<file path="config.mk">
export PLATFORM = sky130hd
export DESIGN_NAME = uart_frame_sequencer
export DESIGN_NICKNAME = d
export VERILOG_FILES = /design/src/rtl/uart_frame_sequencer.sv
export SDC_FILE = /design/constraint.sdc
export NUM_CORES = 1
export LEC_CHECK = 0
export CAP_MARGIN = 20
export CORE_ASPECT_RATIO = 0.6
export CORE_UTILIZATION = 50
export CTS_BUF_LIST = sky130_fd_sc_hd__clkbuf_16
export CTS_CLUSTER_SIZE = 8
export DETAILED_ROUTE_END_ITERATION = 12
export PLACE_DENSITY = 0.82
export SKIP_LAST_GASP = 1
export SYNTH_ARGS = -nofsm -noshare
export SYNTH_HDL_FRONTEND = slang
export SYNTH_SLANG_ARGS = --single-unit
</file>
<file path="constraint.sdc">
create_clock -name clk -period 7.6 [get_ports clk]
set_clock_uncertainty 0.15 [all_clocks]
set_input_delay 0.76 -clock clk [delete_from_list [all_inputs] [get_ports clk]]
set_output_delay 0.76 -clock clk [all_outputs]
set_load 0.02 [all_outputs]
</file>
<file path="src/rtl/uart_frame_sequencer.sv">
// uart_frame_sequencer: snapshots NCH tagged channel payloads on frame_tick and streams
// them to a UART TX as SYNC, {tag,payload} words MSB byte first, then an XOR checksum.
module uart_frame_sequencer #(
    parameter int         NCH       = 7,
    parameter int         TAG_W     = 4,
    parameter int         FIRST_TAG = 1,
    parameter logic [7:0] SYNC_BYTE = 8'hA5,
    localparam int        PAYLOAD_W = 16 - TAG_W
) (
    input  logic                     clk,
    input  logic                     rst,
    input  logic                     frame_tick,
    input  logic [NCH*PAYLOAD_W-1:0] ch_data,
    input  logic [NCH-1:0]           ch_en,
    output logic [7:0]               tx_data,
    output logic                     tx_valid,
    input  logic                     tx_ready,
    output logic                     busy,
    output logic                     frame_done,
    output logic                     overrun
);
    localparam int IW = NCH > 1 ? $clog2(NCH) : 1;
    typedef enum logic [2:0] {IDLE, SYNC, HI, LO, CSUM} state_t;
    state_t                   state;
    logic [NCH*PAYLOAD_W-1:0] snap;
    logic [NCH-1:0]           en_q;
    logic [IW-1:0]            idx;
    logic [7:0]               csum;
    logic                     xfer;
    logic                     found;
    logic [IW-1:0]            nxt;
    logic [7:0]               hi_nxt;
    logic [7:0]               lo_cur;
    logic [7:0]               csum_nx;
    assign xfer    = tx_valid && tx_ready;
    assign csum_nx = state == LO ? csum ^ tx_data : csum;
    // From SYNC the search starts at channel 0, from LO strictly above the current channel.
    always_comb begin
        found  = 1'b0;
        nxt    = '0;
        hi_nxt = '0;
        lo_cur = '0;
        for (int i = NCH - 1; i >= 0; i--)
            if (en_q[i] && (state == SYNC || i > int'(idx))) begin
                found = 1'b1;
                nxt   = IW'(i);
            end
        for (int i = 0; i < NCH; i++) begin
            if (IW'(i) == nxt) hi_nxt = {TAG_W'(FIRST_TAG + i), snap[i*PAYLOAD_W+8 +: PAYLOAD_W-8]};
            if (IW'(i) == idx) lo_cur = snap[i*PAYLOAD_W +: 8];
        end
    end
    always_ff @(posedge clk or posedge rst) begin
        if (rst) begin
            state      <= IDLE;
            snap       <= '0;
            en_q       <= '0;
            idx        <= '0;
            csum       <= '0;
            tx_data    <= '0;
            tx_valid   <= 1'b0;
            busy       <= 1'b0;
            frame_done <= 1'b0;
            overrun    <= 1'b0;
        end else begin
            frame_done <= 1'b0;
            overrun    <= frame_tick && state != IDLE;
            case (state)
                IDLE: if (frame_tick) begin
                    snap     <= ch_data;
                    en_q     <= ch_en;
                    idx      <= '0;
                    csum     <= '0;
                    tx_data  <= SYNC_BYTE;
                    tx_valid <= 1'b1;
                    busy     <= 1'b1;
                    state    <= SYNC;
                end
                SYNC, LO: if (xfer) begin
                    csum <= csum_nx;
                    if (found) begin
                        idx     <= nxt;
                        tx_data <= hi_nxt;
                        state   <= HI;
                    end else begin
                        tx_data <= csum_nx;
                        state   <= CSUM;
                    end
                end
                HI: if (xfer) begin
                    csum    <= csum ^ tx_data;
                    tx_data <= lo_cur;
                    state   <= LO;
                end
                CSUM: if (xfer) begin
                    tx_valid   <= 1'b0;
                    busy       <= 1'b0;
                    frame_done <= 1'b1;
                    state      <= IDLE;
                end
                default: state <= IDLE;
            endcase
        end
    end
endmodule

</file>
==> results of run 1 <==
## worst min-delay path by stage
stage	end	cells after the start	from
after floorplan	snap[20]	1	snap[20]
after global placement	snap[26]	1	snap[26]
after detailed placement	snap[1]	1	snap[1]
after CTS	snap[1]	1	snap[1]
after global routing	snap[41]	1	snap[41]
final	snap[25]	1	snap[25]
## stage by stage
stage / area [um2] / hold WS [ps] / std cells
6_report: 7630 / 356 / 809
3_3_place_gp: 7090 / 334 / 777
3_5_place_dp: 7090 / 346 / 777
5_1_grt: 7630 / 363 / 809
4_1_cts: 7630 / 358 / 809
2_1_floorplan: 5940 / 323 / 540
## cells by family after synthesis
logic type	synth area share
compound gates	0.159
flops	0.489
buf+inv	0.0333
simple gates	0.110
xor+xnor	0.0103
mux	0.199
## per-layer routing
layer | wire (um) | part of all wire | GRT usage
met1 | 8270 | 0.52 | 0.433
met2 | 6390 | 0.40 | 0.375
met3 | 1040 | 0.065 | 0.0525
met4 | 165 | 0.010 | 0.0704
met5 | 0 | 0 | 0
## cells in the mapped netlist, types with 7 or more instances
master	number
a21oi_1	16
a22oi_1	17
clkbuf_1	21
dfrtp_1	116
inv_1	9
mux2_2	93
mux2i_1	11
nand2_1	46
nand3_1	9
nor2_1	37
nor2b_1	8
nor3_1	7
o21ai_0	31
o21bai_1	8
## flip-flops by register name (all words and copies together), names as in the netlist
| signal | flops |
|---|---|
| snap | 84 |
| csum | 8 |
| tx_data | 8 |
| en_q | 7 |
| idx | 3 |
| state | 3 |
| busy | 1 |
| frame_done | 1 |
| overrun | 1 |
## power groups by stage
stage	Combinational, mW	Sequential, mW	Clock, mW
6_report	1.62	1.23	0.734
3_3_place_gp	1.56	1.21	0
5_1_grt	1.75	1.27	0.768
4_1_cts	1.61	1.22	0.737
3_5_place_dp	1.59	1.22	0
2_1_floorplan	1.23	1.11	0
## layout make-up
type	instances	area, um2
clock buffer	17	425
inverter	10	40.0
clock inverter	15	116
timing repair buffer	111	1100
fill	856	3820
sequential	116	2900
multi-input combinational	380	2840
tap	160	200
==> impl_results.md, run 1 <==
* Synthesized area at between 5000 and 6000 um2
* RR Startpoint: state[1]
* Num CTS Buffers at 17
* Largest area contributor in the netlist: dfrtp_1
* Unrepaired setup endpoints after global routing: false
* Required @ worst endpoint at 7730 ps
* P_leak at 3.11 nW
* PwrDens at 469 nW/um2
* Startpoint Class: flop
* DR iter-0 viols at 599
* Library cells used by synthesis at between 60 and 70
* Sequential area share after synthesis at 0.489
* DRC at 0
* Switching part of the total power at 0.407
* Max Cap Violations at 0
* Row count at 30
* Reg clk slew, reported paths at about 60 ps
* Clock share of power at 0.205
* Die Area at 12,300 um2
* Slew @ Worst Pin at around 980 ps
* CTS Buffer Depth at 2
* Post-synth EDFFs at 0
* Syn-to-layout area delta at 28.4%
* Commonest non-fill, non-tap cell in the layout: dfrtp_1
* Worst-path cell chain: nor3b_2 -> or4_4 -> o41a_1 -> a21oi_4 -> mux2_1 -> a221oi_1 -> o31ai_1
* Wire per inst at 19.6 um
* Top Family by Delay on Critical Path: compound AO/OA/AOI/OAI gates
* R2R setup slack at 4330 ps
* Fin crit period at about 3300 ps
* Critical path capture point type: flop
* Area share of the largest cell type after synthesis at 0.489
* Setup TNS Final at 0 ps
* Syn nets at 635
* Slew Limit Fails at 0
* Synthesized area per cell at 11.0 um2
* Int Pwr at 2.12 mW
* Slowest stage delay, CP at around 900 ps
* Slew HR at 0.347
* Fraction of layout cells with a size suffix above 1 at 0.214
* CTS tree: done
* Sequential share of power at 0.343
* Die span in x at 143 um
* CTS root buf: clkbuf_16
* Top Ports at 107
* Post-route total power at 3.58 mW
* H-tree levels at 4
* Psw at 1.45 mW
* Detail Placement HPWL at 11,400 um
* Cts hold-fix bufs at 0
* Synthesis Warnings at 0
* Setup crit end: tx_data[1]
* Peak supply drop at ~0.00020 V
* First-pass DRT Iterations at 5
* WL final at 15,900 um
* I/O Buffers at 106
* N_diodes at 0
* First-pass GRT wire length at 24,800 um
* Asr flop ratio synth at 1.00
* DR vias/cell at just under 6
* Pin count of the biggest net entering global routing at 78
* Commonest non-fill, non-tap cells in the layout: dfrtp_1 (116), clkdlybuf4s50_1 (106), mux2_2 (93), nand2_1 (46), nor2_1 (37)
* GP Congestion at roughly 0.92
* Reg2Reg Capture Point: tx_data[1]
* Core Box Area at 11,400 um2
* Combinational share of power at 0.452
* GR Overflow Total at 0
* Max FO, Critical Path at 29
* HP Class: reg2reg
* Synth area leaders: dfrtp_1 (49%), mux2_2 (18%), nand2_1 (2.9%)
* Critical Path AT at 3400 ps
* Final WS setup at 4330 ps
* Slowest-stage cell, CP: dfrtp_1
* # setup viols final at 0
* R2R depth at 7
* Antenna viol nets, final at 0
* Initial antenna violation count at 0
* Clock Latency Late Sink at 410 ps
* Setup CP Type: reg2reg
* Tcrit/Tclk final at 0.431
* Final core utilization at 0.666
* Setup bufs post-CTS at 0
* Total GRT Usage at 0.273
* CTS Sinks at approximately 120
* Achievable Freq at 306 MHz
* Bufs and invs on worst path at 0
* Worst path depth at 7
* Number of global-route vias before repair at 4,496
* Synth Flop Type: dfrtp_1
* CP Launch Point: state[1]
* Outcome: complete, no violations
* Initial Utilization at 0.519
* Synthesized instance count at 540
* Dpl ws at around 4400 ps
* CTS resizes at 0
* Hold Fails Final Rpt at 0
* Yosys reg bits at roughly 120
* Total number of vias at about 4,700
* Die Y at 86.4 um
* Final net count at 731
(Power assumes the default switching activity.)
==> run 2: changes to the inputs <==
==> constraint.sdc (replaced) <==
create_clock -name clk -period 3.3 [get_ports clk]
set_clock_uncertainty 0.15 [all_clocks]
set_input_delay 0.33 -clock clk [delete_from_list [all_inputs] [get_ports clk]]
set_output_delay 0.33 -clock clk [all_outputs]
set_load 0.02 [all_outputs]
==> impl_results.md, run 2 (synthesis gave the netlist of run 1 again) <==
* Die Area at between 10,000 and 15,000 um2
* CTS root buf: clkbuf_16
* Post-route cell area at 7810 um2
* Top Registers: snap x84, csum x8, tx_data x8
* Slowest stage delay, CP at 550 ps
* Required @ worst endpoint at 3420 ps
* GP Congestion at 0.934
* Startpoint Class: flop
* Initial antenna violation count at 0
* Total GRT Usage at 0.286
* Commonest non-fill, non-tap cell in the layout: dfrtp_1
* Hold Fails Final Rpt at 0
* Top reg by flops: snap
* Outcome: complete, no violations
* Number of global-route vias before repair at 4,914
* Setup TNS Final at 0 ps
* N_diodes at 0
* Fin crit period at 3030 ps
* RR Startpoint: state[0]
* Worst-path cell chain: nor3b_2 -> nor2_1 -> o41a_1 -> a21oi_4 -> mux2_1 -> a221oi_1 -> o31ai_1
* Final WS setup at 265 ps
* Slew Limit Fails at 0
* Wire per inst at 19.9 um
* Placed Area at 7210 um2
* Total number of vias at 4,839
* # setup viols final at 0
* Setup bufs post-CTS at 0
* Core Box Area at 11,400 um2
* Sequential share of power at 0.324
* Commonest non-fill, non-tap cells in the layout: dfrtp_1 (116), clkdlybuf4s50_1 (106), mux2_2 (93), nand2_1 (46), nor2_1 (37)
* Critical path capture point type: flop
* Setup CP Type: reg2reg
* Max FO, Critical Path at 13
* H-tree levels at 4
* Top Ports at between 100 and 150
* Num CTS Buffers at 17
* Max Cap Violations at 0
* Achievable Freq at 330 MHz
* Clock share of power at 0.217
* CTS tree: done
* Critical Path AT at 3160 ps
* Die span in x at 143 um
* Final net count at between 700 and 800
* Slew @ Worst Pin at 917 ps
* Fraction of layout cells with a size suffix above 1 at 0.236
* PwrDens at approximately 1100 nW/um2
* Initial Utilization at 0.519
* CP Launch Point: state[0]
* First-pass DRT Iterations at 5
* CTS Buffer Depth at 2
* Row count at 30
* Reg clk slew, reported paths at 60 ps
* DR iter-0 viols at 485
* P_leak at 3.22 nW
* Die Y at 86.4 um
* Tcrit/Tclk final at 0.920
* WL final at 16,300 um
* CTS resizes at 0
* Dpl ws at 371 ps
* Psw at roughly 3.5 mW
* Unrepaired setup endpoints after global routing: false
* DRC at 0
* Detail Placement HPWL at 12,100 um
* Max reg flops at 84
* Antenna viol nets, final at 0
* I/O Buffers at 106
* CTS Sinks at 116
* HP Class: in2async
* Cts hold-fix bufs at 0
* Combinational share of power at 0.460
* Pin count of the biggest net entering global routing at 51
* Switching part of the total power at 0.405
* Slowest-stage cell, CP: dfrtp_1
* First-pass GRT wire length at 26,300 um
* Peak supply drop at approximately 0.00050 V
* Clock Latency Late Sink at 410 ps
* Slew HR at 0.388
* Syn-to-layout area delta at 31.4%
* Int Pwr at 5.10 mW
* DR vias/cell at 5.89
* GR Overflow Total at 0
## run 2: final timing paths
check                              to  cells after the start  slack (ps)
hold reg to reg              snap[30]                      1         360
max in group asynchronous    state[0]                      3        1940
setup reg to reg           tx_data[1]                      7         270
min in group clk             snap[32]                      3         350
hold / removal               snap[61]                      2         290
setup / recovery           tx_data[1]                      7         270
## run 2: per-layer routing
metal | vias to the layer above | GRT usage | share of wire
met5 | - | 0 | 0
met2 | 193 | 0.418 | 0.42
met4 | 0 | 0.110 | 0.019
met1 | 2428 | 0.422 | 0.49
met3 | 28 | 0.0525 | 0.069
li1 | 2190 | - | -
## run 2: power by group through the flow
stage	clock (mW)	combinational [mW]	sequential (mW)
floorplan	0	2.84	2.56
global route	1.94	4.28	2.87
finish	1.86	3.94	2.77
CTS	1.87	3.90	2.76
detailed placement	0	3.86	2.77
global placement	0	3.78	2.73
## run 2: worst max-delay path: cells and delay by family (launching register included)
family / cells / cell delay [ps]
AO/OA/AOI/OAI: 4 / 1220
flip-flops: 1 / 550
multiplexers: 1 / 370
AND/OR/NAND/NOR: 2 / 600
## run 2: cell type report
class / instances / area (um2)
clock inverters: 15 / 169
inverters: 10 / 41.3
well taps: 160 / 200
multi-input cells: 380 / 2840
fillers: 847 / 3640
repair buffers: 123 / 1230
clock buffers: 17 / 425
flip-flops and latches: 116 / 2900
## run 2: per-stage QoR
step / std cells / utilization / total power [mW] / hold WS (ps)
global placement: 789 / 0.630 / 6.51 / 336
finish: 821 / 0.682 / 8.57 / 290
detailed placement: 789 / 0.630 / 6.63 / 346
global route: 821 / 0.682 / 9.09 / 370
floorplan: 540 / - / 5.40 / 297
CTS: 821 / 0.682 / 8.52 / 313
